**config.mk**
```make
export PLATFORM = sky130hd
export DESIGN_NAME = chunked_serial_adder_flat
export DESIGN_NICKNAME = d
export VERILOG_FILES = /design/src/rtl/chunked_serial_adder_if.sv /design/src/rtl/chunked_serial_adder.sv /design/src/flat_wrapper.sv
export SDC_FILE = /design/constraint.sdc
export NUM_CORES = 1
export LEC_CHECK = 0
export CORE_ASPECT_RATIO = 1.75
export CORE_UTILIZATION = 45
export DETAILED_ROUTE_END_ITERATION = 10
export PLACE_DENSITY_LB_ADDON = 0.1
export SETUP_SLACK_MARGIN = 0.5
export SLEW_MARGIN = 40
export SYNTH_ARGS = -nofsm -noshare
export SYNTH_HDL_FRONTEND = slang
export SYNTH_SLANG_ARGS = --single-unit
```
**constraint.sdc**
```tcl
create_clock -name clk -period 4.8 [get_ports clk]
set_input_delay 0.72 -clock clk [delete_from_list [all_inputs] [get_ports clk]]
set_output_delay 0.72 -clock clk [all_outputs]
set_load 0.03 [all_outputs]
```
**src/rtl/chunked_serial_adder_if.sv**
```systemverilog
// Start/busy/done bundle for chunked_serial_adder.
// The overflow wire exists only when OVERFLOW_DETECT_EN is defined.
interface chunked_serial_adder_if #(
  parameter int WIDTH = 16
);
  logic             start;
  logic             sub;
  logic [WIDTH-1:0] a;
  logic [WIDTH-1:0] b;
  logic             c_in;
  logic             busy;
  logic             done;
  logic [WIDTH-1:0] result;
  logic             c_out;
`ifdef OVERFLOW_DETECT_EN
  logic             overflow;
`endif

  modport master (
    output start, sub, a, b, c_in,
    input  busy, done, result, c_out
`ifdef OVERFLOW_DETECT_EN
    , input overflow
`endif
  );

  modport slave (
    input  start, sub, a, b, c_in,
    output busy, done, result, c_out
`ifdef OVERFLOW_DETECT_EN
    , output overflow
`endif
  );
endinterface

```
**src/rtl/chunked_serial_adder.sv**
```systemverilog
// Multi-cycle add/sub reusing one CHUNK-bit slice, LS chunk first.
// Optional signed overflow output: define OVERFLOW_DETECT_EN.
module chunked_serial_adder #(
  parameter int WIDTH = 16,
  parameter int CHUNK = 4
) (
  input logic                  clk,
  input logic                  rst,
  chunked_serial_adder_if.slave bus
);
  localparam int N  = WIDTH / CHUNK;
  localparam int KW = (N > 1) ? $clog2(N) : 1;

  typedef enum logic {IDLE, RUN} state_e;

  state_e           state_q, state_d;
  logic [KW-1:0]    k_q;
  logic [WIDTH-1:0] a_q, b_q, sum_q, sum_d;
  logic [WIDTH-1:0] result_q;
  logic             carry_q, c_out_q, done_q;
`ifdef OVERFLOW_DETECT_EN
  logic             ovf_q;
`endif

  logic [CHUNK-1:0] a_ch, b_ch, s_ch;
  logic             cy;
  logic             last;
  logic             accept;

  assign accept = (state_q == IDLE) && bus.start;
  assign last   = (k_q == KW'(N - 1));
  assign a_ch   = a_q[k_q*CHUNK +: CHUNK];
  assign b_ch   = b_q[k_q*CHUNK +: CHUNK];
  assign {cy, s_ch} = {1'b0, a_ch} + {1'b0, b_ch}
                    + (CHUNK+1)'(carry_q);

  // merged view so the final chunk reaches result on the same edge
  always_comb begin
    sum_d = sum_q;
    sum_d[k_q*CHUNK +: CHUNK] = s_ch;
  end

  always_ff @(posedge clk or posedge rst) begin
    if (rst) state_q <= IDLE;
    else     state_q <= state_d;
  end

  always_comb begin
    state_d = state_q;
    unique case (state_q)
      IDLE: if (bus.start) state_d = RUN;
      RUN:  if (last)      state_d = IDLE;
    endcase
  end

  always_comb begin
    bus.busy   = (state_q == RUN);
    bus.done   = done_q;
    bus.result = result_q;
    bus.c_out  = c_out_q;
`ifdef OVERFLOW_DETECT_EN
    bus.overflow = ovf_q;
`endif
  end

  always_ff @(posedge clk or posedge rst) begin
    if (rst) begin
      k_q      <= '0;
      a_q      <= '0;
      b_q      <= '0;
      sum_q    <= '0;
      carry_q  <= 1'b0;
      result_q <= '0;
      c_out_q  <= 1'b0;
      done_q   <= 1'b0;
`ifdef OVERFLOW_DETECT_EN
      ovf_q    <= 1'b0;
`endif
    end else begin
      done_q <= 1'b0;
      if (accept) begin
        a_q     <= bus.a;
        b_q     <= bus.sub ? ~bus.b : bus.b;
        carry_q <= bus.sub ? ~bus.c_in : bus.c_in;
        k_q     <= '0;
      end else if (state_q == RUN) begin
        sum_q   <= sum_d;
        carry_q <= cy;
        k_q     <= last ? '0 : k_q + 1'b1;
        if (last) begin
          result_q <= sum_d;
          c_out_q  <= cy;
          done_q   <= 1'b1;
`ifdef OVERFLOW_DETECT_EN
          // carry into MSB recovered as a ^ b ^ sum at that bit
          ovf_q    <= a_ch[CHUNK-1] ^ b_ch[CHUNK-1]
                    ^ s_ch[CHUNK-1] ^ cy;
`endif
        end
      end
    end
  end
endmodule
```
**src/flat_wrapper.sv**
```systemverilog
// flat-port wrapper written by rule: the top's interface ports become plain ports
module chunked_serial_adder_flat 
#(
  parameter int WIDTH = 16,
  parameter int CHUNK = 4
)
  (clk, rst, bus_start, bus_sub, bus_a, bus_b, bus_c_in, bus_busy, bus_done, bus_result, bus_c_out);
  chunked_serial_adder_if #(.WIDTH(WIDTH)) bus_i ();
  input logic clk;
  input logic rst;
  input wire logic [$bits(bus_i.start)-1:0] bus_start;
  input wire logic [$bits(bus_i.sub)-1:0] bus_sub;
  input wire logic [$bits(bus_i.a)-1:0] bus_a;
  input wire logic [$bits(bus_i.b)-1:0] bus_b;
  input wire logic [$bits(bus_i.c_in)-1:0] bus_c_in;
  output wire logic [$bits(bus_i.busy)-1:0] bus_busy;
  output wire logic [$bits(bus_i.done)-1:0] bus_done;
  output wire logic [$bits(bus_i.result)-1:0] bus_result;
  output wire logic [$bits(bus_i.c_out)-1:0] bus_c_out;
  assign bus_i.start = bus_start;
  assign bus_i.sub = bus_sub;
  assign bus_i.a = bus_a;
  assign bus_i.b = bus_b;
  assign bus_i.c_in = bus_c_in;
  assign bus_busy = bus_i.busy;
  assign bus_done = bus_i.done;
  assign bus_result = bus_i.result;
  assign bus_c_out = bus_i.c_out;
  chunked_serial_adder #(.WIDTH(WIDTH), .CHUNK(CHUNK)) u_core (.clk(clk), .rst(rst), .bus(bus_i));
endmodule
```
Word-level counts from Yosys, hierarchy flattened

Cells that the tools add are included.

Bitwise gates (word level): 4
Equal/unequal tests: 1
Add/sub/neg operators: 4
Reduce and logical (&&, ||, !) cells: 4
Shift operators: 4
Multiplexer cells: 14

Operator list:

| operator                                                                | number |
|---|---|
| 4-bit negator with 34-bit output                                        | 1 |
| 4-bit by 34-bit variable shift with 16-bit output, first input constant | 1 |
| 4-bit by 34-bit indexed part select with 16-bit output                  | 1 |
| 16-bit by 5-bit indexed part select with 4-bit output                   | 2 |
| 16-bit bitwise mux                                                      | 1 |
| 16-bit 2-to-1 mux                                                       | 1 |
| 16-bit inverter                                                         | 1 |
| 1-bit 2-to-1 mux                                                        | 8 |
| 2-bit 2-to-1 mux                                                        | 3 |
| 4-bit by 4-bit adder with 5-bit output                                  | 1 |
| 5-bit by 1-bit adder with 5-bit output                                  | 1 |
| 1-bit inverter                                                          | 3 |
| 3-bit AND reduction                                                     | 1 |
| 2-bit by 1-bit adder with 2-bit output, second input constant           | 1 |
| 2-bit == test, second input constant                                    | 1 |
| 1-bit one-hot mux with 2 select lines                                   | 1 |
| 2-bit AND reduction                                                     | 1 |
| 2-bit nonzero test                                                      | 1 |
| 1-bit logical AND                                                       | 1 |

Output and inout bits: 19
Word-level logic and storage cells: 40
Input port bits: 37
Register bits: 70

Logic depth before layout (Yosys ltp)

Gate-level depths: netlist of the first run.

Depth after elaboration: 5
Depth in mapped cells: 7
Mapped depth without buffers: 6

Least setup slack after synthesis of the first run

Ideal clock, no wire load.

Kind: register to register
From: register u_core.k_q[0]
To: register u_core.result_q[10], in the netlist u_core.bus.result[10]
Cell stages (with the launch flop): 8
Path slack: 2.043 ns
Buffers on the path: 1
Arrival: 2.675 ns
Period minus slack after synthesis: 2.757 ns
Setup time: 0.083 ns
Required time: 4.717 ns
Cells stage by stage: dfrtp_1 > buf_2 > mux4_2 > fa_1 > fa_1 > xor2_1 > a21oi_1 > o21ai_0

Cells in the longest elaborated chain, start to end: 5
Elaborated cells between the ends (all ways): 10
Classes of those cells: add/sub (3); eq/ne (1); shift (4); mux (1); reduce/logical (1)

Ends and longest elaborated chain:

| what                                                                            | line                                                   | RTL |
|---|---|---|
| from (decl)                                                                     | chunked_serial_adder.sv:17                             | `logic [KW-1:0] k_q;` |
| from (signal assigned)                                                          | chunked_serial_adder.sv:89                             | `k_q <= last ? '0 : k_q + 1'b1;` |
| 16-bit by 5-bit indexed part select with 4-bit output, on equally long branches | chunked_serial_adder.sv:32, chunked_serial_adder.sv:33 |  |
| 4-bit by 4-bit adder with 5-bit output                                          | chunked_serial_adder.sv:34                             | `assign {cy, s_ch} = {1'b0, a_ch} + {1'b0, b_ch}` |
| 5-bit by 1-bit adder with 5-bit output                                          | chunked_serial_adder.sv:35                             | `+ (CHUNK+1)'(carry_q);` |
| 4-bit by 34-bit indexed part select with 16-bit output                          | chunked_serial_adder.sv:40                             | `sum_d[k_q*CHUNK +: CHUNK] = s_ch;` |
| 16-bit bitwise mux                                                              | chunked_serial_adder.sv:40                             |  |
| to (signal assigned)                                                            | chunked_serial_adder.sv:91                             | `result_q <= sum_d;` |
| to (decl)                                                                       | chunked_serial_adder.sv:19                             | `logic [WIDTH-1:0] result_q;` |

Parallel ways exist; a longest one is shown, timed or not.
A chain may end at the register's enable or synchronous reset.

Final worst setup path of the first run

Same ends and word-level chain as after synthesis.

==> impl_summary.md, run 1 <==
Floorplan
The initial cell density of the core is 46.2%. The floorplan has 42 rows. The height of the die is between 100 and 150 um. After floorplanning, the core was sized to cover 0.00757 mm^2. The number of placed I/O pins is 56. The die area is about 0.0081 mm^2. The floorplan step set the die width to ~69 um.

Logic synthesis
For this run, asynchronously set or reset flops after synthesis account for 100%. The count of synthesis-stage warnings from yosys is 0. The synthesized netlist net count is approximately 360. The area fraction of the dominant cell type after synthesis is between 50 and 60%. Among all cell types in the netlist, the one instantiated most often is sky130_fd_sc_hd__dfrtp_1. The count of state elements after synthesis is 70. Synthesis produced a netlist whose cell count is slightly above 300. The synthesized area per cell is approximately 11 um^2. The number of synthesized flops with an enable pin is 0.

Ranked by total cell area, the synthesized netlist is headed by sky130_fd_sc_hd__dfrtp_1 50%, sky130_fd_sc_hd__mux2_2 5.2%, sky130_fd_sc_hd__mux4_2 5.2%. The total standard cell area after synthesis is around 0.0035 mm^2. The commonest cells after synthesis are 70 x sky130_fd_sc_hd__dfrtp_1, 41 x sky130_fd_sc_hd__nand2_1, 30 x sky130_fd_sc_hd__o21ai_0. The most used flip-flop cell after synthesis is sky130_fd_sc_hd__dfrtp_1. The library cell with the largest summed area after synthesis is sky130_fd_sc_hd__dfrtp_1. After synthesis, the netlist uses 32 different library cells.

Sequential elements use 50.1% of the synthesized area.

Worst setup path
STA classifies the critical path endpoint as a flip-flop. In this run the worst setup path begins at u_core.k_q[0]$_DFFE_PP0P_. The path type of the worst setup path is reg2reg. The endpoint of the worst-slack reg-to-reg timing path is u_core.bus.result[10]$_DFFE_PP0P_. The startpoint identified for the worst register-to-register timing path is u_core.k_q[0]$_DFFE_PP0P_. The peak per-stage delay on the critical path is roughly 0.66 ns.

STA puts the critical path data arrival time at about 3.3 ns. The data required time at the worst endpoint is around 5.1 ns. For flop-to-flop paths, the worst setup slack is 1.80 ns. The worst register-to-register path has a depth of 6. The cell that appears most often on the critical path is sky130_fd_sc_hd__fa_1. The signal on the critical path passes through mux4_2, fa_1, fa_1, xor2_1, a21oi_1, o21ai_0.

The worst setup path is launched from a flip-flop. The maximum fanout along the worst path is 17. The largest individual stage delay along the critical path comes from the cell sky130_fd_sc_hd__dfrtp_2.

Cells and area
The total non-filler cell area in the finished layout is ~0.0044 mm^2. In the final layout, the share of cells above drive strength 1 is between 10% and 20%. Relative to the synthesized area, the layout overhead comes to 26.3%.

Summing all multi-input logic gate instances after layout gives approximately 0.0016 mm^2. The sequential cells in the finished layout cover a total of ~0.0018 mm^2. Measured on the finished design, the core utilization comes to between 50% and 60%. The filler cells instantiated in the layout total 689. 0 antenna diodes ended up in the layout. The layout net count is ~400.

Clock network
In this run the deepest clock path goes through 2 buffers. Clock latency on the worst-skew pair, taken at its later pin, is around 0.34 ns. Post-CTS repair changed the size of 0 cells. Clock tree synthesis found a total of 70 sinks.

The number of setup buffers added after CTS is 0. The clock tree synthesis step divided the H-tree into 3 levels. Hold repair after CTS inserted 0 buffers.

TritonCTS built the clock tree. The total clock buffers created by CTS is 9. After clock tree synthesis, the clock-pin slew on the worst setup and hold paths is ~0.05 ns. The cell sitting at the root of the clock tree is a sky130_fd_sc_hd__clkbuf_16.

Placed design
Summing all placed instances gives a cell area of a little over 0.004 mm^2. The HPWL after detailed placement is 5320 um. Input and output buffers added on the ports amount to between 50 and 60.

The congestion estimate from routability-driven global placement came to a little over 0.8.

Power
The sequential share of power is around 30%. The peak supply drop is approximately 380 uV. The clock network power share is between 20% and 30%. The internal power summed over all cells is just under 0.002 W. The switching share of power is 40.4%. Summed over all cells, the static leakage comes to around 1.9 nW. For this design the ratio of total power to cell area is roughly 740 mW/mm^2.

Of the total power, combinational logic draws between 40% and 50%. The analysis attributes to net switching a power of approximately 0.0013 W.

Detailed routing
Before antenna repair, the detailed router went through 4 iterations. The number of nets with antenna violations after routing is 0. The number of vias per cell is between 5 and 6. The count of routing violations after the opening detailed-route iteration is 204. The wire length per cell after detailed routing is about 16 um. The vias after detailed routing is approximately 2500. After detailed routing, the total wire length is about 7300 um.

The remaining routing DRC violations is 0.

Global routing
The number of global-route vias before repair is between 2000 and 3000. After global routing the overflow that remains totals 0. The number of antenna violations at the first check in global routing is 0. The wire length of the first global-routing pass is 12500 um. The pin count of the biggest net entering global routing is 38. The global routing usage summed across all routing layers is 21.4%.

Timing
The final count of hold timing violations was 0. At the pin with the least slew margin, the transition time is ~0.70 ns. The final count of pins violating max slew is 0.

The remaining max-slew budget at the tightest pin is between 50% and 60%. In the finished design, the share of the clock period the worst path needs comes to between 60 and 70%. For the final routed database, the setup TNS stands at 0 ns. The final critical delay including setup and external delays is between 2 and 3 ns.

The maximum clock rate is approximately 0.33 GHz. The post-route clock skew is 0.00684 ns. Setup repair after global routing left no endpoint under its margin. The number of failing setup endpoints in the final timing report is 0.

Flow run
The max-capacitance violation count is 0.

Run status
The flow ran to the end, and the final reports show no timing, DRC or antenna violations.

Worst hold path
The number of cells on the worst hold path is 2. In this run the worst hold path is classified as reg2reg. The sink of the worst hold path is u_core.b_q[15]$_DFFE_PP0P_. The origin of the worst min-delay path is u_core.b_q[15]$_DFFE_PP0P_.
-- layer usage --
metal | vias to the layer above | track usage [%] | wire length [um]
met4 | 0 | 12.9 | 306
met1 | 1197 | 23.4 | 2790
met3 | 19 | 5.41 | 235
met5 | - | 0 | 0
met2 | 67 | 35.5 | 4010
li1 | 1201 | - | -
-- worst max path at each step --
stage,to,cells after the start,slack [ns]
detailed placement,u_core.bus.result[14]$_DFFE_PP0P_,6,1.50
global placement,u_core.bus.result[2]$_DFFE_PP0P_,6,1.62
CTS,u_core.bus.result[10]$_DFFE_PP0P_,6,1.49
floorplan,u_core.bus.result[10]$_DFFE_PP0P_,7,2.04
global route,u_core.bus.result[10]$_DFFE_PP0P_,6,1.56
finish,u_core.bus.result[10]$_DFFE_PP0P_,6,1.80
-- worst max-delay path: cells and delay by family, from the launching register on --
kind / cells / cell delay [ns]
flops: 1 / 0.66
fa+ha+maj: 2 / 0.86
compound gates: 2 / 0.29
mux: 1 / 0.58
xor+xnor: 1 / 0.51
-- placed cells by master (no fill, tap or decap), types with 2 or more instances in the layout --
cell type,instances
sky130_fd_sc_hd__a32o_1,12
sky130_fd_sc_hd__bufinv_16,2
sky130_fd_sc_hd__mux4_2,8
sky130_fd_sc_hd__nor2b_1,7
sky130_fd_sc_hd__inv_1,3
sky130_fd_sc_hd__o211ai_1,12
sky130_fd_sc_hd__nand2_1,40
sky130_fd_sc_hd__a21oi_1,17
sky130_fd_sc_hd__mux2i_1,2
sky130_fd_sc_hd__clkbuf_16,9
sky130_fd_sc_hd__mux2_2,16
sky130_fd_sc_hd__nor2_1,2
sky130_fd_sc_hd__a21o_1,2
sky130_fd_sc_hd__and3_1,2
sky130_fd_sc_hd__dfrtp_1,69
sky130_fd_sc_hd__and4b_1,5
sky130_fd_sc_hd__clkdlybuf4s50_1,54
sky130_fd_sc_hd__ha_1,9
sky130_fd_sc_hd__fa_1,2
sky130_fd_sc_hd__or4b_1,2
sky130_fd_sc_hd__and2b_1,6
sky130_fd_sc_hd__nand3_1,9
sky130_fd_sc_hd__nand4bb_1,2
sky130_fd_sc_hd__xnor2_1,16
sky130_fd_sc_hd__buf_4,3
sky130_fd_sc_hd__xor2_1,2
sky130_fd_sc_hd__nor4bb_4,2
sky130_fd_sc_hd__o21ai_0,30
-- power groups by stage --
stage | Combinational [W] | Sequential [W] | Clock (W)
detailed placement | 0.00157 | 0.00102 | 0
finish | 0.00156 | 0.00100 | 0.000717
global route | 0.00173 | 0.00104 | 0.000751
global placement | 0.00152 | 0.000999 | 0
CTS | 0.00157 | 0.00101 | 0.000730
floorplan | 0.00107 | 0.00103 | 0
-- registers in the layout (all words and copies together) (netlist names) --
register           flops
u_core.a_q            16
u_core.k_q             2
u_core.bus.done        1
u_core.bus.result     16
u_core.carry_q         1
u_core.b_q            16
u_core.bus.c_out       1
u_core.sum_q          16
u_core.bus.busy        1
-- final cells by class --
| cell class | count | share of cell area (%) |
|---|---|---|
| flip-flops and latches | 70 | 39.7 |
| clock buffers | 11 | 5.49 |
| clock inverters | 5 | 1.84 |
| multi-input cells | 211 | 37.3 |
| inverters | 4 | 0.340 |
| repair buffers | 58 | 12.9 |
| well taps | 88 | 2.49 |
-- per-stage QoR --
| step | setup WS [ns] | instances | hold WS, ns | power, W |
|---|---|---|---|---|
| finish | 1.80 | 447 | 0.471 | 0.00328 |
| detailed placement | 1.50 | 431 | 0.467 | 0.00258 |
| global route | 1.56 | 447 | 0.496 | 0.00351 |
| global placement | 1.62 | 431 | 0.460 | 0.00252 |
| CTS | 1.49 | 447 | 0.479 | 0.00331 |
| floorplan | 2.04 | 309 | 0.445 | 0.00210 |
-- cell families (layout without fill, tap and decap cells) --
| logic type | after synthesis | in the layout | synth area share [%] |
|---|---|---|---|
| AND/OR/NAND/NOR | 82 | 82 | 13.0 |
| multiplexers | 26 | 26 | 10.9 |
| flip-flops | 70 | 70 | 50.1 |
| AO/OA/AOI/OAI | 74 | 74 | 13.4 |
| buffers and inverters | 28 | 78 | 3.79 |
| adder cells (fa/ha/maj) | 11 | 11 | 4.37 |
| XOR/XNOR | 18 | 18 | 4.51 |
(Power assumes the default switching activity.)
==> run 2: changes to the inputs <==
- clock period: 4.8 -> 2.5 ns (I/O delays scaled with it)
==> impl_summary.md, run 2 (synthesis results as in run 1) <==
Clock network
The tree is rooted in a sky130_fd_sc_hd__clkbuf_16. The clock latency on the worst-skew pair is 0.33 ns. The TritonCTS clock tree is built. The total clock buffers created by CTS is 9. The register clock-pin slew on the reported worst setup and hold paths is approximately 0.05 ns. The CTS sink count is 70. The CTS H-tree depth is 3. In this run the deepest clock path goes through 2 buffers.

Flow run
Max-cap violations in this run came to 0.

Placed design
The number of placed instances, taps included, is between 400 and 500. The weighted congestion reported at the end of routability-driven placement is ~0.86. After legalization and detailed placement, the total HPWL measured ~5600 um. The count of input and output buffers is 55.

Floorplan
During I/O placement, the number of pins put on the boundary was 56. The number of placement rows is 42. The height of the die is ~120 um. The die boundary width is approximately 69 um. The die area is between 0.008 and 0.009 mm^2. The total area inside the core boundary comes to 0.00757 mm^2. Once the floorplan was initialized, standard cells occupied between 40 and 50% of the core.

Global routing
The global-route congestion overflow total is 0. The number of antenna violations at the first check in global routing was 0. Entering global routing, the biggest net connects between 70 and 80 pins. The number of global-route vias before repair is between 2000 and 3000. The wire length of the first global-routing pass is between 10000 and 15000 um.

Across every metal layer, demand over resource in global routing totals between 20% and 30%.

Worst setup path
The maximum fanout along the worst path is 8. The kind of launch point of the worst setup path is a flip-flop. The depth of the worst register-to-register path is 6. The path type of the worst setup path is reg2reg. The register-to-register setup slack is between 0.1 and 0.15 ns.

The startpoint identified for the worst register-to-register timing path is u_core.k_q[0]$_DFFE_PP0P_. The data required time at the worst endpoint is approximately 2.7 ns. The data arrival time of the critical path is ~2.6 ns. The endpoint of the worst-slack reg-to-reg timing path is u_core.sum_q[14]$_DFFE_PP0P_. The endpoint class of the critical path is a flip-flop.

Power
Across the VDD grid, the largest voltage drop is ~1200 uV. The design draws approximately 0.0073 W. Combinational logic is responsible for between 50% and 60% of the overall power. In this run the power spent charging and discharging nets is 0.00298 W. Cell internal power was estimated by the tool at between 0.004 and 0.005 W.

Dividing total power by cell area gives a power density of about 1500 mW/mm^2. The clock network power share is about 17%. The analysis attributes to cell leakage a power of 2.02 nW.

The sequential share of power is roughly a quarter. The switching share of power is 40.5%.

Timing
The post-route clock skew is around 0.005 ns. The final count of hold timing violations was 0. Setup violations remaining at the end of the flow were counted as 0. For the pin with the worst max-slew slack, the measured transition is 0.367 ns.

Setup repair after global routing could not meet its margin everywhere. In the final timing run, aggregate negative setup slack is 0 ns. Based on the critical path, the design can be clocked at up to approximately 0.42 GHz. In the finished design, the share of the clock period the worst path needs comes to 94.7%. The final critical delay including setup and external delays is roughly 2.4 ns. The remaining max-slew budget at the tightest pin is 75.5%.

The final count of pins violating max slew was 0. The worst slack on hold paths is 0.478 ns.

Cells and area
The layout net count is between 400 and 500. From synthesis to final layout, the design area changed by 35.7%. The most common cell after layout, fill and taps aside is sky130_fd_sc_hd__dfrtp_1. 0 antenna diodes ended up in the layout. The share of final-layout standard cells stronger than drive strength 1 is 24.9%. Leaving out fill and tap cells, the most frequent cells in the layout are 68 x sky130_fd_sc_hd__dfrtp_1, 54 x sky130_fd_sc_hd__clkdlybuf4s50_1, 41 x sky130_fd_sc_hd__nand2_1. The number of standard cells in the final layout excluding fillers is 466.

Detailed routing
The number of nets with antenna violations after routing is 0. The first routing iteration left approximately 140 violations. The remaining routing DRC violations is 0. The wire length per cell after detailed routing is 16.8 um. The first detailed-routing pass took 6 iterations.

The number of vias per cell is around 5.6. The vias after detailed routing is ~2600. For this block, the routed nets add up to between 7000 and 8000 um of wire.

Worst hold path
For hold timing, the worst endpoint is u_core.bus.result[4]$_DFFE_PP0P_. The origin of the worst min-delay path is u_core.bus.result[4]$_DFFE_PP0P_. The worst hold path was traced through 2 stages. The min-delay analysis places its worst path in the category reg2reg.

Run status
The run finished with clean final reports.
[run 2: cell types whose count changed in the layout (fill, tap and decap cells not counted), sizes merged]
cell / previous run / this run
clkbuf: 11 / 13
buf: 4 / 24
clkinv: 1 / 0
dlymetal6s2s: 0 / 1
bufinv: 2 / 1
inv: 5 / 3
[run 2: final cells by class]
| class | instances | area [um^2] |
|---|---|---|
| repair buffers | 79 | 792 |
| fillers | 634 | 2820 |
| flip-flops and latches | 70 | 1750 |
| inverters | 4 | 21.3 |
| clock inverters | 1 | 30.0 |
| multi-input cells | 211 | 1780 |
| clock buffers | 13 | 260 |
| well taps | 88 | 110 |
[run 2: metal layers]
metal  wire length [um]  GRT usage (%)  vias to the layer above
li1                   -              -                     1243
met1               2870           24.2                     1259
met2               4460           38.5                       75
met3                259           3.96                       17
met4                250           12.9                        0
met5                  0              0                        -
[run 2: repair_timing]
| action | CTS | global route |
|---|---|---|
| buffers inserted | 3 | 2 |
| resized for setup | 21 | 21 |
| hold buffers | 0 | 0 |
| pin swaps | 11 | 18 |
| setup endpoints to repair | 28 | 36 |
| gates cloned | 1 | 1 |
[run 2: worst max-delay path, stage by stage (launching register included)]
cell	delay, ns
sky130_fd_sc_hd__dfrtp_2	0.39
sky130_fd_sc_hd__mux4_2	0.53
sky130_fd_sc_hd__fa_2	0.40
sky130_fd_sc_hd__fa_2	0.38
sky130_fd_sc_hd__xor2_2	0.16
sky130_fd_sc_hd__buf_6	0.15
sky130_fd_sc_hd__a32o_1	0.24
[run 2: worst max path at each step]
stage,startpoint,endpoint,slack [ns],cells past startpoint
5_1_grt,u_core.k_q[0]$_DFFE_PP0P_,u_core.bus.result[11]$_DFFE_PP0P_,0.06,7
3_5_place_dp,u_core.k_q[0]$_DFFE_PP0P_,u_core.bus.result[11]$_DFFE_PP0P_,0.06,6
4_1_cts,u_core.k_q[0]$_DFFE_PP0P_,u_core.sum_q[10]$_DFFE_PP0P_,0.11,6
2_1_floorplan,u_core.k_q[0]$_DFFE_PP0P_,u_core.sum_q[10]$_DFFE_PP0P_,0.05,6
6_report,u_core.k_q[0]$_DFFE_PP0P_,u_core.sum_q[14]$_DFFE_PP0P_,0.13,6
3_3_place_gp,u_core.k_q[0]$_DFFE_PP0P_,u_core.bus.result[7]$_DFFE_PP0P_,0.11,6
[run 2: power groups by stage]
stage	Combinational (W)	Sequential [W]	Clock, W
finish	0.00421	0.00190	0.00124
global route	0.00452	0.00196	0.00132
CTS	0.00397	0.00190	0.00127
detailed placement	0.00352	0.00192	0
global placement	0.00347	0.00191	0
floorplan	0.00239	0.00198	0
[run 2: metrics by stage]
stage / setup slack [ns] / instance area (um^2) / utilization [%]
2_1_floorplan: 0.0512 / 3570 / -
3_3_place_gp: 0.109 / 4240 / 56.1
3_5_place_dp: 0.0573 / 4240 / 56.1
4_1_cts: 0.110 / 4650 / 61.4
5_1_grt: 0.0603 / 4750 / 62.7
6_report: 0.132 / 4750 / 62.7
==> run 3: changes to the inputs <==
- SKIP_CTS_REPAIR_TIMING: unset -> 1
- clock period: 2.5 -> 2.45 ns (I/O delays scaled with it)
==> impl_summary.md, run 3 (synthesis results as in run 1) <==
Cells and area
After routing the design area is 0.00472 mm^2. In the layout the commonest cells are 69 x sky130_fd_sc_hd__dfrtp_1, 54 x sky130_fd_sc_hd__clkdlybuf4s50_1, 41 x sky130_fd_sc_hd__nand2_1. The share of final-layout standard cells stronger than drive strength 1 is between 20% and 30%. The most common cell after layout, fill and taps aside is sky130_fd_sc_hd__dfrtp_1. 0 antenna diodes ended up in the layout. The layout filler cell count is around 640. Relative to the synthesized area, the layout overhead comes to 35.0%. The layout net count is roughly 420.

Worst setup path
At the worst endpoint, the required time is about 2.7 ns. STA classifies the critical path endpoint as a flip-flop. The worst setup path is of the reg2reg kind. The data arrival time of the critical path is about 2.6 ns. The worst setup path is launched from a flip-flop. Of all nets on the critical path, the largest fanout is 8.

Clock network
The H-tree was split into 3 levels. The register clock-pin slew on the reported worst setup and hold paths is 0.05 ns. The clock latency on the worst-skew pair is 0.33 ns. The clock passes through at most 2 buffers. The root cell of the clock tree is sky130_fd_sc_hd__clkbuf_16. Buffers inserted during clock tree synthesis total 9. The TritonCTS clock tree is built. Clock tree synthesis found a total of 70 sinks.

Detailed routing
The final route contains about 2600 vias. In the final routed layout, each cell accounts on average for between 15 and 20 um. After detailed routing, the number of remaining DRC violations is 0. The count of nets left with antenna violations once routing finished came out at 0. The pre-antenna-repair detailed-routing pass consisted of 4 iterations.

The routed design has 7710 um of wire. The number of vias per cell is around 5.5. For this block, the initial DRC count from the detailed router was roughly 220.

Timing
Setup violations remaining at the end of the flow were counted as 0. The tightest hold path in the finished design has a slack of a little over 0.4 ns. The final count of pins violating max slew is 0. For the final database, setup skew stands at 0.00567 ns. The transition time at the pin with the least slew margin is 0.467 ns. Derived from the worst setup path, the maximum achievable clock frequency is between 0.4 and 0.5 GHz. The final critical delay including setup and external delays is about 2.4 ns. The aggregate negative setup slack is 0 ns. The post-route fraction of the period consumed by the critical path is 97.8%.

Setup repair after global routing could not meet its margin everywhere. The final count of hold timing violations is 0. Headroom to the max-slew limit came out at between 60% and 70%. The worst-case setup margin in the final layout is between 0.05 and 0.06 ns.

Flow run
The max-capacitance violation count is 0.

Power
IR analysis of the VDD net gives a maximum drop of approximately 970 uV. Cell internal power was estimated by the tool at roughly 0.0043 W. The clock network is responsible for around 16% of the overall power. Summed over all cells, the static leakage comes to between 2 and 2.5 nW. The sequential share of power is about a quarter. The net switching component of the power is 0.00296 W. The combinational share of power is 57.3%. Overall power consumption after layout is estimated at roughly 0.0072 W. The switching share of power is about two fifths.

The total power density per cell area is approximately 1500 mW/mm^2.

Global routing
The number of antenna violations at the first check in global routing is 0. After global routing the overflow that remains totals 0. The first global-routing pass estimated ~13000 um of wire.

Entering global routing, the biggest net connects ~50 pins. The global routing usage summed across all routing layers is between 20% and 30%. The number of global-route vias before repair was about 2600.

Floorplan
The die boundary width is between 60 and 70 um. The floorplan has 42 rows. The core outline area is ~0.0076 mm^2.

The die covers 0.00814 mm^2. The height of the die is around 120 um. The number of placed I/O pins is 56. The initial cell density of the core is 46.2%.

Run status
The flow ran to the end, and the final reports show no timing, DRC or antenna violations.

Placed design
The half-perimeter wire length of the detailed placement result is approximately 5800 um. The count of input and output buffers is 55. After detailed placement, the total cell area comes to between 0.004 and 0.005 mm^2. At the placement stage, the worst setup path has a slack of ~0.017 ns.

The weighted congestion reported at the end of routability-driven placement is ~0.81.

Worst hold path
The tightest min-delay check is of the in2async type.
## run 3: through the flow
step / utilization [%] / std cells
2_1_floorplan: - / 309
3_3_place_gp: 56.5 / 449
3_5_place_dp: 56.5 / 449
4_1_cts: 60.0 / 464
5_1_grt: 62.4 / 468
6_report: 62.4 / 468
## run 3: path summary, 6_finish.rpt
check / startpoint / slack (ns) / to / cells after the start
min: rst / 0.41 / u_core.bus.result[13]$_DFFE_PP0P_ / 2
min reg2reg: u_core.bus.result[2]$_DFFE_PP0P_ / 0.47 / u_core.bus.result[2]$_DFFE_PP0P_ / 2
max: u_core.k_q[0]$_DFFE_PP0P_ / 0.05 / u_core.sum_q[14]$_DFFE_PP0P_ / 6
min in group clk: u_core.bus.result[2]$_DFFE_PP0P_ / 0.47 / u_core.bus.result[2]$_DFFE_PP0P_ / 2
max in group asynchronous: rst / 1.39 / u_core.bus.result[6]$_DFFE_PP0P_ / 3
max reg2reg: u_core.k_q[0]$_DFFE_PP0P_ / 0.05 / u_core.sum_q[14]$_DFFE_PP0P_ / 6
## run 3: critical path, stage by stage (launching register included)
cell	delay [ns]
sky130_fd_sc_hd__dfrtp_2	0.41
sky130_fd_sc_hd__mux4_2	0.53
sky130_fd_sc_hd__fa_2	0.40
sky130_fd_sc_hd__fa_2	0.40
sky130_fd_sc_hd__xor2_2	0.16
sky130_fd_sc_hd__buf_6	0.14
sky130_fd_sc_hd__a32o_1	0.25
## run 3: routing by layer
layer  part of all wire, %  GRT usage, %  vias up
met2                    56          36.3       69
met5                     0             0        -
met1                    37          23.8     1234
li1                      -             -     1245
met3                   3.2          4.34       24
met4                   4.1          12.9        0
## run 3: cell type report
class,instances,area [um^2],area share (%)
multi-input cells,211,1770,37.5
clock inverters,1,5.00,0.106
repair buffers,80,796,16.9
flip-flops and latches,70,1750,37.1
inverters,4,23.8,0.503
clock buffers,14,264,5.59
well taps,88,110,2.33
## run 3: power groups by stage
| stage | clock network [W] | logic (W) | registers (W) |
|---|---|---|---|
| after floorplan | 0 | 0.00244 | 0.00202 |
| after CTS | 0.00120 | 0.00367 | 0.00192 |
| after detailed placement | 0 | 0.00366 | 0.00194 |
| after global placement | 0 | 0.00360 | 0.00192 |
| final | 0.00118 | 0.00415 | 0.00192 |
| after global routing | 0.00125 | 0.00453 | 0.00198 |
